<file path="config.mk">
export PLATFORM = sky130hd
export DESIGN_NAME = rv32b_ise_issue
export DESIGN_NICKNAME = d
export VERILOG_FILES = /design/src/rtl/rv32b_ise_pkg.sv /design/src/rtl/rv32b_ise_issue_dp.sv /design/src/rtl/rv32b_ise_issue.sv
export SDC_FILE = /design/constraint.sdc
export NUM_CORES = 1
export LEC_CHECK = 0
export ABC_AREA = 1
export CORE_UTILIZATION = 37
export CTS_BUF_LIST = sky130_fd_sc_hd__clkbuf_2 sky130_fd_sc_hd__clkbuf_4 sky130_fd_sc_hd__clkbuf_8
export DETAILED_ROUTE_END_ITERATION = 10
export GPL_TIMING_DRIVEN = 0
export PLACE_DENSITY = 0.71
export SETUP_SLACK_MARGIN = 0.2
export SLEW_MARGIN = 20
export SYNTH_ARGS = -nofsm -noshare
export SYNTH_HDL_FRONTEND = slang
export SYNTH_SLANG_ARGS = --single-unit
export TNS_END_PERCENT = 100
</file>
<file path="constraint.sdc">
create_clock -name clk -period 1.95 [get_ports clk]
set_input_delay 0.2925 -clock clk [delete_from_list [all_inputs] [get_ports clk]]
set_output_delay 0.2925 -clock clk [all_outputs]
set_load 0.02 [all_outputs]
</file>
<file path="src/rtl/rv32b_ise_pkg.sv">
// Shared encodings, FSM/op enums and the instruction decoder for the
// rotate/and-not extension issue sequencer.
package rv32b_ise_pkg;

  localparam logic [6:0] OPC_OP    = 7'b0110011;
  localparam logic [6:0] OPC_OPIMM = 7'b0010011;

  localparam logic [2:0] F3_ROL  = 3'b001;
  localparam logic [2:0] F3_ROR  = 3'b101;
  localparam logic [2:0] F3_ANDN = 3'b111;

  localparam logic [6:0] F7_ROT  = 7'b0110000;
  localparam logic [6:0] F7_ANDN = 7'b0100000;

  localparam int unsigned XLEN = 32;

  typedef enum logic [1:0] {
    IDLE = 2'd0,
    EXEC = 2'd1,
    RESP = 2'd2
  } state_e;

  typedef enum logic {
    OP_ROT  = 1'b0,
    OP_ANDN = 1'b1
  } op_e;

  typedef struct packed {
    logic       ill;
    op_e        op;
    logic [4:0] amt;
  } dec_t;

  // Right rotates are folded into left rotates so the datapath needs one direction only.
  function automatic dec_t decode(
    input logic [6:0] opcode,
    input logic [2:0] funct3,
    input logic [6:0] funct7,
    input logic [4:0] shamt,
    input logic [4:0] rs2_amt
  );
    dec_t d;
    d.ill = 1'b0;
    d.op  = OP_ROT;
    d.amt = '0;
    if (opcode == OPC_OP && funct7 == F7_ROT && funct3 == F3_ROL) begin
      d.amt = rs2_amt;
    end else if (opcode == OPC_OP && funct7 == F7_ROT && funct3 == F3_ROR) begin
      d.amt = 5'd0 - rs2_amt;
    end else if (opcode == OPC_OPIMM && funct7 == F7_ROT && funct3 == F3_ROR) begin
      d.amt = 5'd0 - shamt;
    end else if (opcode == OPC_OP && funct7 == F7_ANDN && funct3 == F3_ANDN) begin
      d.op = OP_ANDN;
    end else begin
      d.ill = 1'b1;
    end
    return d;
  endfunction

endpackage

</file>
<file path="src/rtl/rv32b_ise_issue_dp.sv">
// Combinational rotate/and-not datapath: five-stage left barrel rotator
// (1/2/4/8/16) and rs1 & ~rs2.
module rv32b_ise_dp
  import rv32b_ise_pkg::*;
(
  input  logic [31:0] rs1_i,
  input  logic [31:0] rs2_i,
  input  logic [4:0]  amt_i,
  input  op_e         op_i,
  output logic [31:0] res_o
);

  logic [31:0] s1, s2, s4, s8, s16;

  always_comb begin
    s1  = amt_i[0] ? {rs1_i[30:0], rs1_i[31]}    : rs1_i;
    s2  = amt_i[1] ? {s1[29:0],    s1[31:30]}    : s1;
    s4  = amt_i[2] ? {s2[27:0],    s2[31:28]}    : s2;
    s8  = amt_i[3] ? {s4[23:0],    s4[31:24]}    : s4;
    s16 = amt_i[4] ? {s8[15:0],    s8[31:16]}    : s8;
  end

  always_comb begin
    res_o = s16;
    if (op_i == OP_ANDN) begin
      res_o = rs1_i & ~rs2_i;
    end
  end

endmodule

</file>
<file path="src/rtl/rv32b_ise_issue.sv">
// Issue-side sequencer: decode on request accept, evaluate in EXEC,
// hold the registered result in RESP until the consumer takes it.
module rv32b_ise_issue
  import rv32b_ise_pkg::*;
(
  input  logic        clk,
  input  logic        rst,
  input  logic        req_valid,
  output logic        req_ready,
  input  logic [31:0] req_insn,
  input  logic [31:0] req_rs1,
  input  logic [31:0] req_rs2,
  output logic        rsp_valid,
  input  logic        rsp_ready,
  output logic [31:0] rsp_rd,
  output logic        rsp_illegal
);

  state_e      state_q, state_d;
  logic [31:0] rs1_q, rs2_q;
  logic [4:0]  amt_q;
  op_e         op_q;
  logic        ill_q;
  logic [31:0] rd_q, rd_d;
  logic        rsp_ill_q, rsp_ill_d;
  logic [31:0] dp_res;
  logic        accept, rsp_load;
  dec_t        dec;
  logic        unused_insn_bits;

  assign dec = decode(req_insn[6:0], req_insn[14:12], req_insn[31:25],
                      req_insn[24:20], req_rs2[4:0]);

  // Register-index fields are not needed here; writeback is the core's job.
  assign unused_insn_bits = ^{req_insn[19:15], req_insn[11:7]};

  rv32b_ise_dp u_dp (
    .rs1_i (rs1_q),
    .rs2_i (rs2_q),
    .amt_i (amt_q),
    .op_i  (op_q),
    .res_o (dp_res)
  );

  always_comb begin
    state_d  = state_q;
    accept   = 1'b0;
    rsp_load = 1'b0;
    case (state_q)
      IDLE: begin
        if (req_valid) begin
          accept  = 1'b1;
          state_d = EXEC;
        end
      end
      EXEC: begin
        rsp_load = 1'b1;
        state_d  = RESP;
      end
      RESP: begin
        if (rsp_ready) begin
          state_d = IDLE;
        end
      end
      default: state_d = IDLE;
    endcase
  end

  always_comb begin
    rd_d      = ill_q ? '0 : dp_res;
    rsp_ill_d = ill_q;
  end

  always_ff @(posedge clk) begin
    if (rst) begin
      state_q   <= IDLE;
      rs1_q     <= '0;
      rs2_q     <= '0;
      amt_q     <= '0;
      op_q      <= OP_ROT;
      ill_q     <= 1'b0;
      rd_q      <= '0;
      rsp_ill_q <= 1'b0;
    end else begin
      state_q <= state_d;
      if (accept) begin
        rs1_q <= req_rs1;
        rs2_q <= req_rs2;
        amt_q <= dec.amt;
        op_q  <= dec.op;
        ill_q <= dec.ill;
      end
      if (rsp_load) begin
        rd_q      <= rd_d;
        rsp_ill_q <= rsp_ill_d;
      end
    end
  end

  assign req_ready   = (state_q == IDLE);
  assign rsp_valid   = (state_q == RESP);
  assign rsp_rd      = rd_q;
  assign rsp_illegal = rsp_ill_q;

endmodule

</file>
# --- Word level (Yosys, flattened, before mapping) ---
# Cells that the tools add are included.
totals:
  in_bits: 100
  out_inout_bits: 35
  regBits: 106
op_classes:
  n_mux: 21
  eq_ne: 11
  n_bitwise: 2
  add_sub_neg: 2
  n_reduce_logical: 9
ops:
  columns: ["op", "n"]
  rows:
  - ["$mux 32", 7]
  - ["$and 32x32->32", 1]
  - ["$not 32->32", 1]
  - ["$eq 7x6->1 const B", 3]
  - ["$mux 5", 3]
  - ["$mux 2", 5]
  - ["$sub 1x5->5 const A", 2]
  - ["$eq 7x5->1 const B", 1]
  - ["$logic_and 1x1->1", 7]
  - ["$eq 3x3->1 const B", 2]
  - ["$pmux 2 s3", 1]
  - ["$mux 1", 5]
  - ["$eq 3x1->1 const B", 1]
  - ["$eq 2x1->1 const B", 1]
  - ["$eq 2x2->1 const B", 1]
  - ["$logic_not 2->1", 1]
  - ["$ne 2x1->1 const B", 1]
  - ["$ne 2x2->1 const B", 1]
  - ["$reduce_and 2->1", 1]

# --- Logic depth before layout (Yosys ltp) ---
# Gate-level depths: netlist of run 1.
logic_depth:
  depth_word: 7
  mapped_depth: 13
  depth_no_buf: 11

# --- Hierarchy ---
# From an unflattened synthesis of run 1, not the netlist that was laid out.
hier_totals:
  cells_unflattened: 1016
  area_unflattened_um2: 7061.8
by_module_without_submodules:
  columns: ["mod", "area_each_um2", "cells_each", "n_inst", "seq_area_each_um2"]
  rows:
  - ["rv32b_ise_issue", 4169.0, 520, 1, 2122.0]
  - ["rv32b_ise_dp", 2892.8, 496, 1, 0.0]

# --- Worst setup path before layout of run 1 ---
# OpenSTA, ideal clock, no wires.
synth_path:
  path_kind: "reg2reg"
  start: "register state_q[0]"
  end: "register amt_q[0]"
  setup_slack_ns: 0.505
  n_path_buf: 1
  required_ns: 1.880
  setup_ns: 0.070
  t_arrival_ns: 1.374
  synth_period_minus_slack_ns: 1.445
  path_stages_with_launch: 7
  path_cell_list: "dfxtp_1 -> nor2_1 -> nand2_1 -> clkinv_1 -> clkbuf_1 -> o211ai_1 -> a21oi_1"
synth_via:
  elab_chain_len: 2
synth_rtl:
  columns: ["item", "line_no", "text"]
  rows:
  - ["from (decl)", "rv32b_ise_issue.sv:19", "state_e state_q, state_d;"]
  - ["from (signal assigned)", "rv32b_ise_issue.sv:85", "state_q <= state_d;"]
  - ["$logic_not 2->1", null, null]
  - ["net req_ready", "rv32b_ise_issue.sv:9", "output logic req_ready,"]
  - ["$mux 1", "rv32b_ise_issue.sv:49", "case (state_q)"]
  - ["to (signal assigned)", "rv32b_ise_issue.sv:89", "amt_q <= dec.amt;"]
  - ["to (decl)", "rv32b_ise_issue.sv:21", "logic [4:0] amt_q;"]
# The timed path passes the listed nets, and every way through them passes these cells.
# A chain may end at the register's enable or synchronous reset.

# --- Final worst setup path of run 1 ---
layout_path:
  start: "register op_q"
  end: "register rd_q[19], in the netlist rsp_rd[19]"
layout_via:
  elab_chain_len: 2
layout_rtl:
  columns: ["item", "line_no", "text"]
  rows:
  - ["from (decl)", "rv32b_ise_issue.sv:22", "op_e op_q;"]
  - ["from (signal assigned)", "rv32b_ise_issue.sv:90", "op_q <= dec.op;"]
  - ["$mux 32", "rv32b_ise_issue_dp.sv:25", "if (op_i == OP_ANDN) begin"]
  - ["$mux 32", "rv32b_ise_issue.sv:70", "rd_d = ill_q ? '0 : dp_res;"]
  - ["to (signal assigned)", "rv32b_ise_issue.sv:94", "rd_q <= rd_d;"]
  - ["to (decl)", "rv32b_ise_issue.sv:24", "logic [31:0] rd_q, rd_d;"]
# Every way passes these cells.

==> flow_summary_export.csv, run 1 <==
group,metric,value,unit
run_status,status,"completed",
route,drc_errors,0,
die,io-pin-count,135,
yosys,postSynthRegisterBits,106,
clock_tree,clkLatencyLatePin,0.40,ns
yosys,syn_nets,1143,
yosys,synth_top_cells_by_area,"dfxtp_1, nand3_1, nand2_1",
sta,fmaxAchievable,565.1,MHz
sta,post-route-min-period,1.770,ns
clock_tree,clock_tree_from_tritoncts,"yes",
global_route,grt_max_degree,20,
yosys,post_synth_simple_gate_area,0.4733,
yosys,adder_and_majority_gate_portion_of_the_synthesized_area,0.003926,
finish,layout.filler_cells,1717,
place,port_buffers,123,
finish,nNetsFinal,1278,
die,core,0.01670,mm^2
critical_path,crit_arrival,2.10,ns
global_route,wire_length_of_the_first_global_routing_pass,39600,um
global_route,global_route.overflow_total,0,
die,die-width,133.2,um
die,die_height,133.2,um
place,worst_slack_placed,-0.1397,ns
yosys,post-synth-top-area-fraction,0.3329,
place,dp_cells,1384,
critical_path,timing.rr.start,"op_q$_SDFFE_PP0P_",
critical_path,critical_path.reg2reg.endpoint,"rsp_rd[19]$_SDFFE_PP0N_",
flow_run,drv.max_cap_violation_count,0,
sta,post-route-worst-setup-slack,0.1804,ns
sta,worst_clock_skew,0.01091,ns
pwr,leakagePower,3.680,nW
sta,finalHoldViolations,0,
clock_tree,cts_root_buffer,"clkbuf_8",
die,start_util,0.3816,
sta,slew-limit-headroom,0.5681,
clock_tree,path_clk_slew,0.11,ns
finish,layout.cells.non_filler,1401,
yosys,synth-compound-area-share,0.1031,
worst_hold_path,worst_hold_path.endpoint,"rs2_q[4]$_SDFFE_PP0P_",
yosys,syn_area_per_cell,6.123,um^2
route,drtIter0Drc,800,
sta,tightest_slew,0.6478,ns
worst_hold_path,worstHoldPathType,"in -> reg",
worst_hold_path,worst_hold_startpoint,"rst",
critical_path,reg2regPathDepth,7,
finish,layout-drive-gt1-share,0.2066,
finish,antenna_cells,0,
yosys,synthXorXnorAreaFrac,0.005497,
critical_path,worstPathMaxFanout,10,
global_route,grt_usage,0.2953,
finish,area.growth.synth_to_final,40.34,%
global_route,grt_antenna_before_repair,0,
yosys,synth-seq-area-share,0.3329,
route,ant_nets,0,
yosys,synth_warnings,0,
critical_path,r2r_setup_slack,0.18,ns
pwr,power_per_cell_area,603.7,mW/mm^2
place,hpwl,20650,um
clock_tree,clock_tree.buffer_depth,2,
critical_path,worst_setup_path_start_kind,"flip-flop",
place,gp_congestion,0.9553,
sta,rsz0062_at_grt,"true",
clock_tree,cts_hold_buffers,0,
route,wl,26290,um
yosys,main_combinational_cell_family_by_area_after_synthesis,"simple AND/OR/NAND/NOR gates",
clock_tree,number_of_buffers_inserted_during_clock_tree_synthesis,9,
die,site_row_count,47,
yosys,synth.cell_area,0.006374,mm^2
route,vias,7784,
clock_tree,cts-htree-levels,3,
yosys,cell_accounting_for_the_most_synthesized_area,"dfxtp_1",
yosys,yosys-mux-area-fraction,0,
die,total_die_area,0.01775,mm^2
sta,worst_case_hold_slack,0.2808,ns
route,detail_route.wl_per_cell,18.77,um
pwr,power,0.005400,W
yosys,synthCells,1041,
global_route,grt_pass1_vias,6932,
critical_path,worst-setup-path-type,"reg -> reg",
sta,final_min_period_over_clock_period,0.9075,
route,detailedRoute.firstPassIterationCount,7,
worst_hold_path,hold_depth,2,
sta,setup-violations-final,0,
critical_path,crit_required,2.28,ns
yosys,yosysUniqueCellTypes,30,
clock_tree,cts_sinks,106,
pwr,ir_drop,0.3696,mV
sta,final-max-slew-violation-count,0,
critical_path,cp-end-kind,"flip-flop",
route,avgViaCountPerCell,5.556,
-- cells in the final DEF, fill, tap and decap left out, drive strengths merged --
master and instances:
nor4 5, clkdlybuf4s50 121, o21ai 66, bufinv 1
dfxtp 106, dlygate4sd2 2, a21oi 50, a211oi 2
nand2 295, nor3 5, xor2 1, o31ai 1
clkinv 6, nand3b 1, clkinvlp 1, ha 2
xnor2 3, inv 34, nor2 139, buf 40
o211ai 3, nand4 6, clkbuf 43, a31oi 2
nand3 246
-- per-layer routing --
| metal | up-vias | wire length, um | global-route usage |
|---|---|---|---|
| li1 | 3732 | - | - |
| met1 | 3600 | 11420 | 0.3984 |
| met2 | 380 | 11480 | 0.4470 |
| met3 | 72 | 2077 | 0.05327 |
| met4 | 0 | 1309 | 0.1566 |
| met5 | - | 0 | 0 |
-- report_power, final --
part           leakage, nW  switching, W  internal [W]
Clock                0.108      0.000832      0.000620
Combinational         2.70      0.000879      0.000599
Sequential           0.872      0.000146       0.00232
Total                 3.68       0.00186       0.00354
-- cell usage after synthesis --
master and n:
nand2_1 275, nand3_1 246, nor2_1 139, dfxtp_1 106
o21ai_0 66, a21oi_1 45, clkbuf_1 36, inv_1 28
buf_2 22, nand2_2 20, buf_1 6, nand4_1 6
a21oi_2 5, buf_6 5, nor4_1 5, nor3_1 4
clkinv_1 3, inv_2 3, o211ai_1 3, xnor2_1 3
a211oi_1 2, a31oi_1 2, buf_12 2, buf_4 2
ha_1 2, inv_8 1, nand3b_1 1, nor3_2 1
o31ai_1 1, xor2_1 1
-- through the flow --
step             util  cell area, um^2  TNS, ns
2_1_floorplan       -             6374        0
3_3_place_gp   0.4718             7880  -0.3544
3_5_place_dp   0.4718             7880  -0.2378
4_1_cts        0.4894             8174        0
5_1_grt        0.5356             8945        0
6_report       0.5356             8945        0
-- worst max-delay path, stage by stage, from the launching register on --
cell,delay [ns]
dfxtp_1,0.44
clkinvlp_4,0.22
buf_2,0.26
nor2_1,0.27
nand2_1,0.17
nand2_1,0.14
nand2_1,0.07
a21oi_1,0.11
-- how the worst max path moves through the flow --
stage / to / start / slack [ns]
6_report: rsp_rd[19]$_SDFFE_PP0N_ / op_q$_SDFFE_PP0P_ / 0.18
5_1_grt: rsp_rd[2]$_SDFFE_PP0N_ / amt_q[0]$_SDFFE_PP0P_ / 0.13
4_1_cts: rsp_rd[30]$_SDFFE_PP0N_ / amt_q[0]$_SDFFE_PP0P_ / 0.13
3_5_place_dp: amt_q[0]$_SDFFE_PP0P_ / req_insn[14] / -0.14
3_3_place_gp: amt_q[0]$_SDFFE_PP0P_ / req_insn[14] / -0.13
2_1_floorplan: amt_q[0]$_SDFFE_PP0P_ / state_q[0]$_SDFFE_PP0P_ / 0.51
-- registers in the layout, summed over array words and instances, names as in the netlist --
register / count
rs2_q: 32
state_q: 2
op_q: 1
ill_q: 1
rsp_rd: 32
amt_q: 5
rsp_illegal: 1
rs1_q: 32
-- repair_timing --
item,CTS,global route
setup endpoints to repair,35,41
pin swaps,0,15
gates resized for setup,31,189
buffers inserted,0,1
endpoints found under the hold margin,0,0
-- cells by family (layout without fill, tap and decap cells) --
family	count (synthesis)	after routing
simple gates	697	697
compound gates	124	124
flops	106	106
fa+ha+maj	2	2
buf+inv	108	248
xor+xnor	4	4
-- area by class of cell --
cell class / instances / area (um^2) / area share
flip-flops and latches: 106 / 2123 / 0.2374
repair buffers: 124 / 1236 / 0.1382
well taps: 220 / 275.3 / 0.03077
plain buffers: 73 / 508.0 / 0.05679
multi-input cells: 827 / 4442 / 0.4966
inverters: 35 / 147.6 / 0.01651
clock inverters: 7 / 88.84 / 0.009931
clock buffers: 9 / 123.9 / 0.01385
Power figures use the tool's default switching activity.
==> run 2, diff against run 1 <==
--- a/config.mk
+++ b/config.mk
@@ -6,11 +6,13 @@
 export NUM_CORES = 1
 export LEC_CHECK = 0
 export ABC_AREA = 1
+export CORE_ASPECT_RATIO = 1.2
 export CORE_UTILIZATION = 37
 export CTS_BUF_LIST = sky130_fd_sc_hd__clkbuf_2 sky130_fd_sc_hd__clkbuf_4 sky130_fd_sc_hd__clkbuf_8
 export DETAILED_ROUTE_END_ITERATION = 10
 export GPL_TIMING_DRIVEN = 0
 export PLACE_DENSITY = 0.71
+export REMOVE_ABC_BUFFERS = 1
 export SETUP_SLACK_MARGIN = 0.2
 export SLEW_MARGIN = 20
 export SYNTH_ARGS = -nofsm -noshare
==> flow_summary_export.csv, run 2 (synthesis gave the netlist of run 1 again) <==
group,metric,value,unit
run_status,status,"completed",
place,worst_slack_placed,-0.6983,ns
die,die-width,121.8,um
clock_tree,path_clk_slew,0.11,ns
die,total_die_area,0.01776,mm^2
finish,most_common_library_cell_in_the_layout_ignoring_fill_and_taps,"nand2_1",
finish,nNetsFinal,1224,
critical_path,crit_arrival,1.42,ns
pwr,ir_drop,0.2667,mV
clock_tree,clock_tree_from_tritoncts,"yes",
sta,final_min_period_over_clock_period,0.8772,
die,core,0.01685,mm^2
route,avgViaCountPerCell,5.331,
route,vias,7160,
clock_tree,clock_tree.buffer_depth,2,
pwr,sequentialPowerShare,0.462,
worst_hold_path,worstHoldPathType,"in -> reg",
sta,post-route-min-period,1.710,ns
die,die_height,145.8,um
sta,finalHoldViolations,0,
finish,design_area,0.008078,mm^2
critical_path,worst-setup-path-type,"reg -> out",
critical_path,cp-end-kind,"output port",
clock_tree,cts_root_buffer,"clkbuf_8",
critical_path,max_stage_delay,0.39,ns
place,hpwl,13930,um
pwr,sw_frac_of_total,0.3190,
global_route,global_route.overflow_total,0,
finish,layout.cells.non_filler,1343,
global_route,grt_usage,0.2315,
global_route,grt_max_degree,84,
finish,commonest_cells_after_routing_fill_and_taps_aside,"nand2_1, nand3_1, nor2_1",
global_route,grt_pass1_vias,6485,
pwr,combinationalPowerShare,0.248,
route,drtIter0Drc,584,
critical_path,timing.critical_path.buf_inv,1,
route,drc_errors,0,
critical_path,cpMaxStageDelayCell,"dfxtp_1",
place,dp_cells,1311,
clock_tree,cts_sinks,106,
place,gp_congestion,0.9069,
critical_path,path_delay_family,"flip-flops",
route,wl,20690,um
pwr,internal_power,0.003660,W
pwr,p_switching,0.001715,W
critical_path,worst_setup_path_start_kind,"flip-flop",
route,detailedRoute.firstPassIterationCount,6,
sta,final-max-slew-violation-count,0,
die,site_row_count,52,
finish,antenna_cells,0,
finish,layout-drive-gt1-share,0.07276,
critical_path,worstPathMaxFanout,4,
sta,worst_case_hold_slack,0.3647,ns
sta,rsz0062_at_grt,"true",
sta,worst_clock_skew,0.01820,ns
sta,fmaxAchievable,584.6,MHz
clock_tree,cts-htree-levels,3,
clock_tree,clkLatencyLatePin,0.39,ns
finish,area.growth.synth_to_final,26.74,%
pwr,leakagePower,3.320,nW
place,placedInstanceArea,0.007602,mm^2
clock_tree,number_of_buffers_inserted_during_clock_tree_synthesis,9,
place,port_buffers,124,
pwr,power.clock.fraction,0.290,
sta,post-route-worst-setup-slack,0.2395,ns
sta,slew-limit-headroom,0.6543,
die,io-pin-count,135,
route,ant_nets,0,
sta,setup-violations-final,0,
global_route,grt_antenna_before_repair,0,
sta,tightest_slew,0.5186,ns
global_route,wire_length_of_the_first_global_routing_pass,32490,um
route,detail_route.wl_per_cell,15.40,um
critical_path,worstPathCellList,"nor2_4 -> dlygate4sd2_1",
critical_path,crit_required,1.66,ns
flow_run,drv.max_cap_violation_count,0,
die,start_util,0.3782,
pwr,power_per_cell_area,665.4,mW/mm^2
[run 2: changes by cell type in the layout (fill, tap and decap cells not counted), sizes merged]
cell	delta
clkinvlp	+4
clkinv	-4
nand2	+1
bufinv	+1
clkbuf	-33
buf	-23
[run 2: layout make-up]
class,count,area (um^2)
fill,1770,8773
multi-input combinational,828,3796
sequential,106,2142
timing repair buffer,140,1441
tap,216,270.3
inverter,35,178.9
clock buffer,10,137.6
clock inverter,6,96.34
timing repair inverter,2,15.01
[run 2: power groups by stage]
stage | Combinational, W | Sequential (W) | Clock, W
after floorplan | 0.000718 | 0.00252 | 0
after global placement | 0.00126 | 0.00253 | 0
after detailed placement | 0.00128 | 0.00253 | 0
after CTS | 0.00131 | 0.00248 | 0.00160
after global routing | 0.00150 | 0.00250 | 0.00168
final | 0.00133 | 0.00248 | 0.00156
[run 2: path summary, 6_finish.rpt]
path | startpoint | endpoint | slack, ns | cells past startpoint
setup / recovery | state_q[0]$_SDFFE_PP0P_ | req_ready | 0.24 | 2
hold / removal | rst | rsp_rd[20]$_SDFFE_PP0N_ | 0.36 | 2
setup reg to reg | amt_q[0]$_SDFFE_PP0P_ | rsp_rd[25]$_SDFFE_PP0N_ | 0.24 | 11
hold reg to reg | rs2_q[9]$_SDFFE_PP0P_ | rs2_q[9]$_SDFFE_PP0P_ | 0.46 | 2
[run 2: metrics by stage]
stage / utilization / TNS (ns) / power (W)
2_1_floorplan: - / -99.52 / 0.003236
4_1_cts: 0.4750 / 0 / 0.005393
3_5_place_dp: 0.4511 / -52.57 / 0.003815
6_report: 0.4794 / 0 / 0.005375
3_3_place_gp: 0.4454 / -290.69 / 0.003788
5_1_grt: 0.4794 / 0 / 0.005688
[run 2: per-layer routing]
| metal | GRT usage | up-vias | wire length (um) |
|---|---|---|---|
| met3 | 0.03017 | 43 | 1034 |
| met2 | 0.3907 | 243 | 10020 |
| met5 | 0 | - | 0 |
| li1 | - | 3613 | - |
| met4 | 0.09815 | 0 | 657 |
| met1 | 0.2919 | 3261 | 8979 |
[run 2: timing repair]
action                     CTS  global route
pin swaps                    1             2
resized for setup           21             8
hold buffers                 0             0
gates cloned                 2             1
setup endpoints to repair   94            98
setup buffers               10             3
==> run 3, diff against run 2 <==
--- a/config.mk
+++ b/config.mk
@@ -14,7 +14,6 @@
 export PLACE_DENSITY = 0.71
 export REMOVE_ABC_BUFFERS = 1
 export SETUP_SLACK_MARGIN = 0.2
-export SLEW_MARGIN = 20
 export SYNTH_ARGS = -nofsm -noshare
 export SYNTH_HDL_FRONTEND = slang
 export SYNTH_SLANG_ARGS = --single-unit
==> flow_summary_export.csv, run 3 (synthesis gave the netlist of run 1 again) <==
group,metric,value,unit
clock_tree,clkLatencyLatePin,0.38,ns
clock_tree,cts_sinks,106,
worst_hold_path,worst_hold_path.endpoint,"rs2_q[8]$_SDFFE_PP0P_",
critical_path,r2r_setup_slack,0.22,ns
critical_path,timing.rr.start,"amt_q[0]$_SDFFE_PP0P_",
die,core,0.01685,mm^2
route,detail_route.wl_per_cell,16.27,um
die,die-width,121.8,um
route,avgViaCountPerCell,5.474,
sta,setup-violations-final,0,
critical_path,max_stage_delay,0.40,ns
sta,post-route-worst-setup-slack,0.2238,ns
critical_path,worst-setup-path-type,"reg -> reg",
place,hpwl,13760,um
clock_tree,cts-htree-levels,3,
die,io-pin-count,135,
global_route,grt_usage,0.2410,
finish,area.growth.synth_to_final,33.80,%
pwr,power.clock.fraction,0.250,
die,die_height,145.8,um
global_route,grt_pass1_vias,6672,
finish,layout-drive-gt1-share,0.1560,
clock_tree,path_clk_slew,0.10,ns
finish,commonest_cells_after_routing_fill_and_taps_aside,"nand2_1, nand3_1, nor2_1",
die,site_row_count,52,
place,gp_congestion,0.9069,
finish,most_common_library_cell_in_the_layout_ignoring_fill_and_taps,"nand2_1",
sta,rsz0062_at_grt,"true",
sta,worst_clock_skew,0.02165,ns
place,worst_slack_placed,-1.146,ns
place,dp_cells,1310,
route,drtIter0Drc,528,
clock_tree,clock_tree_from_tritoncts,"yes",
run_status,status,"completed",
critical_path,worstPathCellList,"buf_4 -> clkinv_8 -> nand2_1 -> nand3_1 -> nand3_1 -> nand3_1 -> nand2_2 -> nand2_1 -> nand3_1 -> nand2_1 -> nand2_1 -> a21oi_1",
sta,finalHoldViolations,0,
critical_path,crit_arrival,1.98,ns
finish,antenna_cells,0,
clock_tree,clock_tree.buffer_depth,2,
pwr,sequentialPowerShare,0.479,
finish,layout.cells.non_filler,1357,
critical_path,crit_required,2.20,ns
sta,post-route-min-period,1.726,ns
route,drc_errors,0,
route,detailedRoute.firstPassIterationCount,6,
clock_tree,cts_root_buffer,"clkbuf_8",
die,start_util,0.3782,
route,ant_nets,0,
worst_hold_path,hold_depth,2,
route,wl,22070,um
critical_path,reg2regPathDepth,12,
worst_hold_path,worstHoldPathType,"reg -> reg",
critical_path,worst_setup_path_start_kind,"flip-flop",
route,vias,7428,
route,route.met3.wl,1358,um
die,total_die_area,0.01776,mm^2
route,top_layer_used,"met4",
sta,slew-limit-headroom,0.6013,
pwr,internal_power,0.003435,W
sta,final_min_period_over_clock_period,0.8853,
pwr,combinationalPowerShare,0.270,
pwr,sw_frac_of_total,0.3388,
global_route,global_route.overflow_total,0,
route,drt-met1-wl,8984,um
pwr,leakagePower,3.511,nW
sta,tightest_slew,0.5980,ns
route,met2_wirelength,10650,um
finish,fin_util,0.5061,
critical_path,cp-end-kind,"flip-flop",
critical_path,cpMaxStageDelayCell,"dfxtp_4",
sta,final-max-slew-violation-count,0,
pwr,power_per_cell_area,609.1,mW/mm^2
critical_path,critical_path.reg2reg.endpoint,"rsp_rd[3]$_SDFFE_PP0N_",
finish,nNetsFinal,1238,
worst_hold_path,worst_hold_startpoint,"rs2_q[8]$_SDFFE_PP0P_",
clock_tree,number_of_buffers_inserted_during_clock_tree_synthesis,9,
pwr,ir_drop,0.2752,mV
pwr,p_switching,0.001760,W
clock_tree,cts_hold_buffers,0,
critical_path,worstPathMaxFanout,8,
global_route,wire_length_of_the_first_global_routing_pass,33780,um
sta,fmaxAchievable,579.3,MHz
flow_run,drv.max_cap_violation_count,0,
global_route,grt_max_degree,65,
global_route,grt_antenna_before_repair,0,
place,port_buffers,124,
[run 3: cell types whose count changed in the layout (fill, tap and decap cells not counted), moves of 3 or more]
cell / previous run / this run
nand3_1: 246 / 178
nand3_2: 0 / 68
nand2_2: 20 / 34
nand2_1: 273 / 260
buf_4: 8 / 17
buf_12: 2 / 5
inv_8: 3 / 0
[run 3: power by group through the flow]
stage	combinational [W]	clock [W]	sequential, W
floorplan	0.000718	0	0.00252
global placement	0.00126	0	0.00253
detailed placement	0.00127	0	0.00253
CTS	0.00131	0.00133	0.00248
global route	0.00158	0.00141	0.00251
finish	0.00141	0.00130	0.00249
[run 3: worst max-delay path by stage]
stage | startpoint | endpoint | depth (start not counted)
2_1_floorplan | state_q[0]$_SDFFE_PP0P_ | amt_q[3]$_SDFFE_PP0P_ | 5
3_3_place_gp | req_valid | amt_q[3]$_SDFFE_PP0P_ | 5
3_5_place_dp | amt_q[3]$_SDFFE_PP0P_ | rsp_rd[8]$_SDFFE_PP0N_ | 8
4_1_cts | state_q[0]$_SDFFE_PP0P_ | amt_q[4]$_SDFFE_PP0P_ | 7
5_1_grt | amt_q[0]$_SDFFE_PP0P_ | rsp_rd[23]$_SDFFE_PP0N_ | 12
6_report | amt_q[0]$_SDFFE_PP0P_ | rsp_rd[3]$_SDFFE_PP0N_ | 12
[run 3: what timing repair did]
item,4_1_cts,5_1_grt
pin swaps,2,11
gates resized for setup,27,99
cloned,3,3
endpoints found under the setup margin,105,102
setup buffers,12,13
[run 3: cell type report]
type / instances / area, um^2
tap: 216 / 270.3
inverter: 35 / 187.7
timing repair inverter: 4 / 40.04
sequential: 106 / 2142
fill: 1750 / 8323
clock buffer: 11 / 145.1
timing repair buffer: 151 / 1536
multi-input combinational: 829 / 4170
clock inverter: 5 / 36.28
[run 3: critical path: cells and delay by family (launching register included)]
family	cells	cell delay, ns
buffers and inverters	2	0.29
AND/OR/NAND/NOR	9	0.85
AO/OA/AOI/OAI	1	0.05
flip-flops	1	0.40
[run 3: routing by layer]
layer | vias to the layer above | GRT usage
li1 | 3650 | -
met1 | 3414 | 0.3002
met2 | 289 | 0.4051
met3 | 75 | 0.02978
met4 | 0 | 0.1173
met5 | - | 0
[run 3: through the flow]
stage                     hold WS (ns)  instance area, um^2  total power [W]  TNS, ns
after floorplan                 0.3549                 5995         0.003236   -99.52
after global placement          0.4397                 7506         0.003788  -290.69
after detailed placement        0.4456                 7561         0.003802   -86.35
after CTS                       0.4616                 7941         0.005119        0
after global routing            0.4883                 8528         0.005494        0
final                           0.4600                 8528         0.005195        0
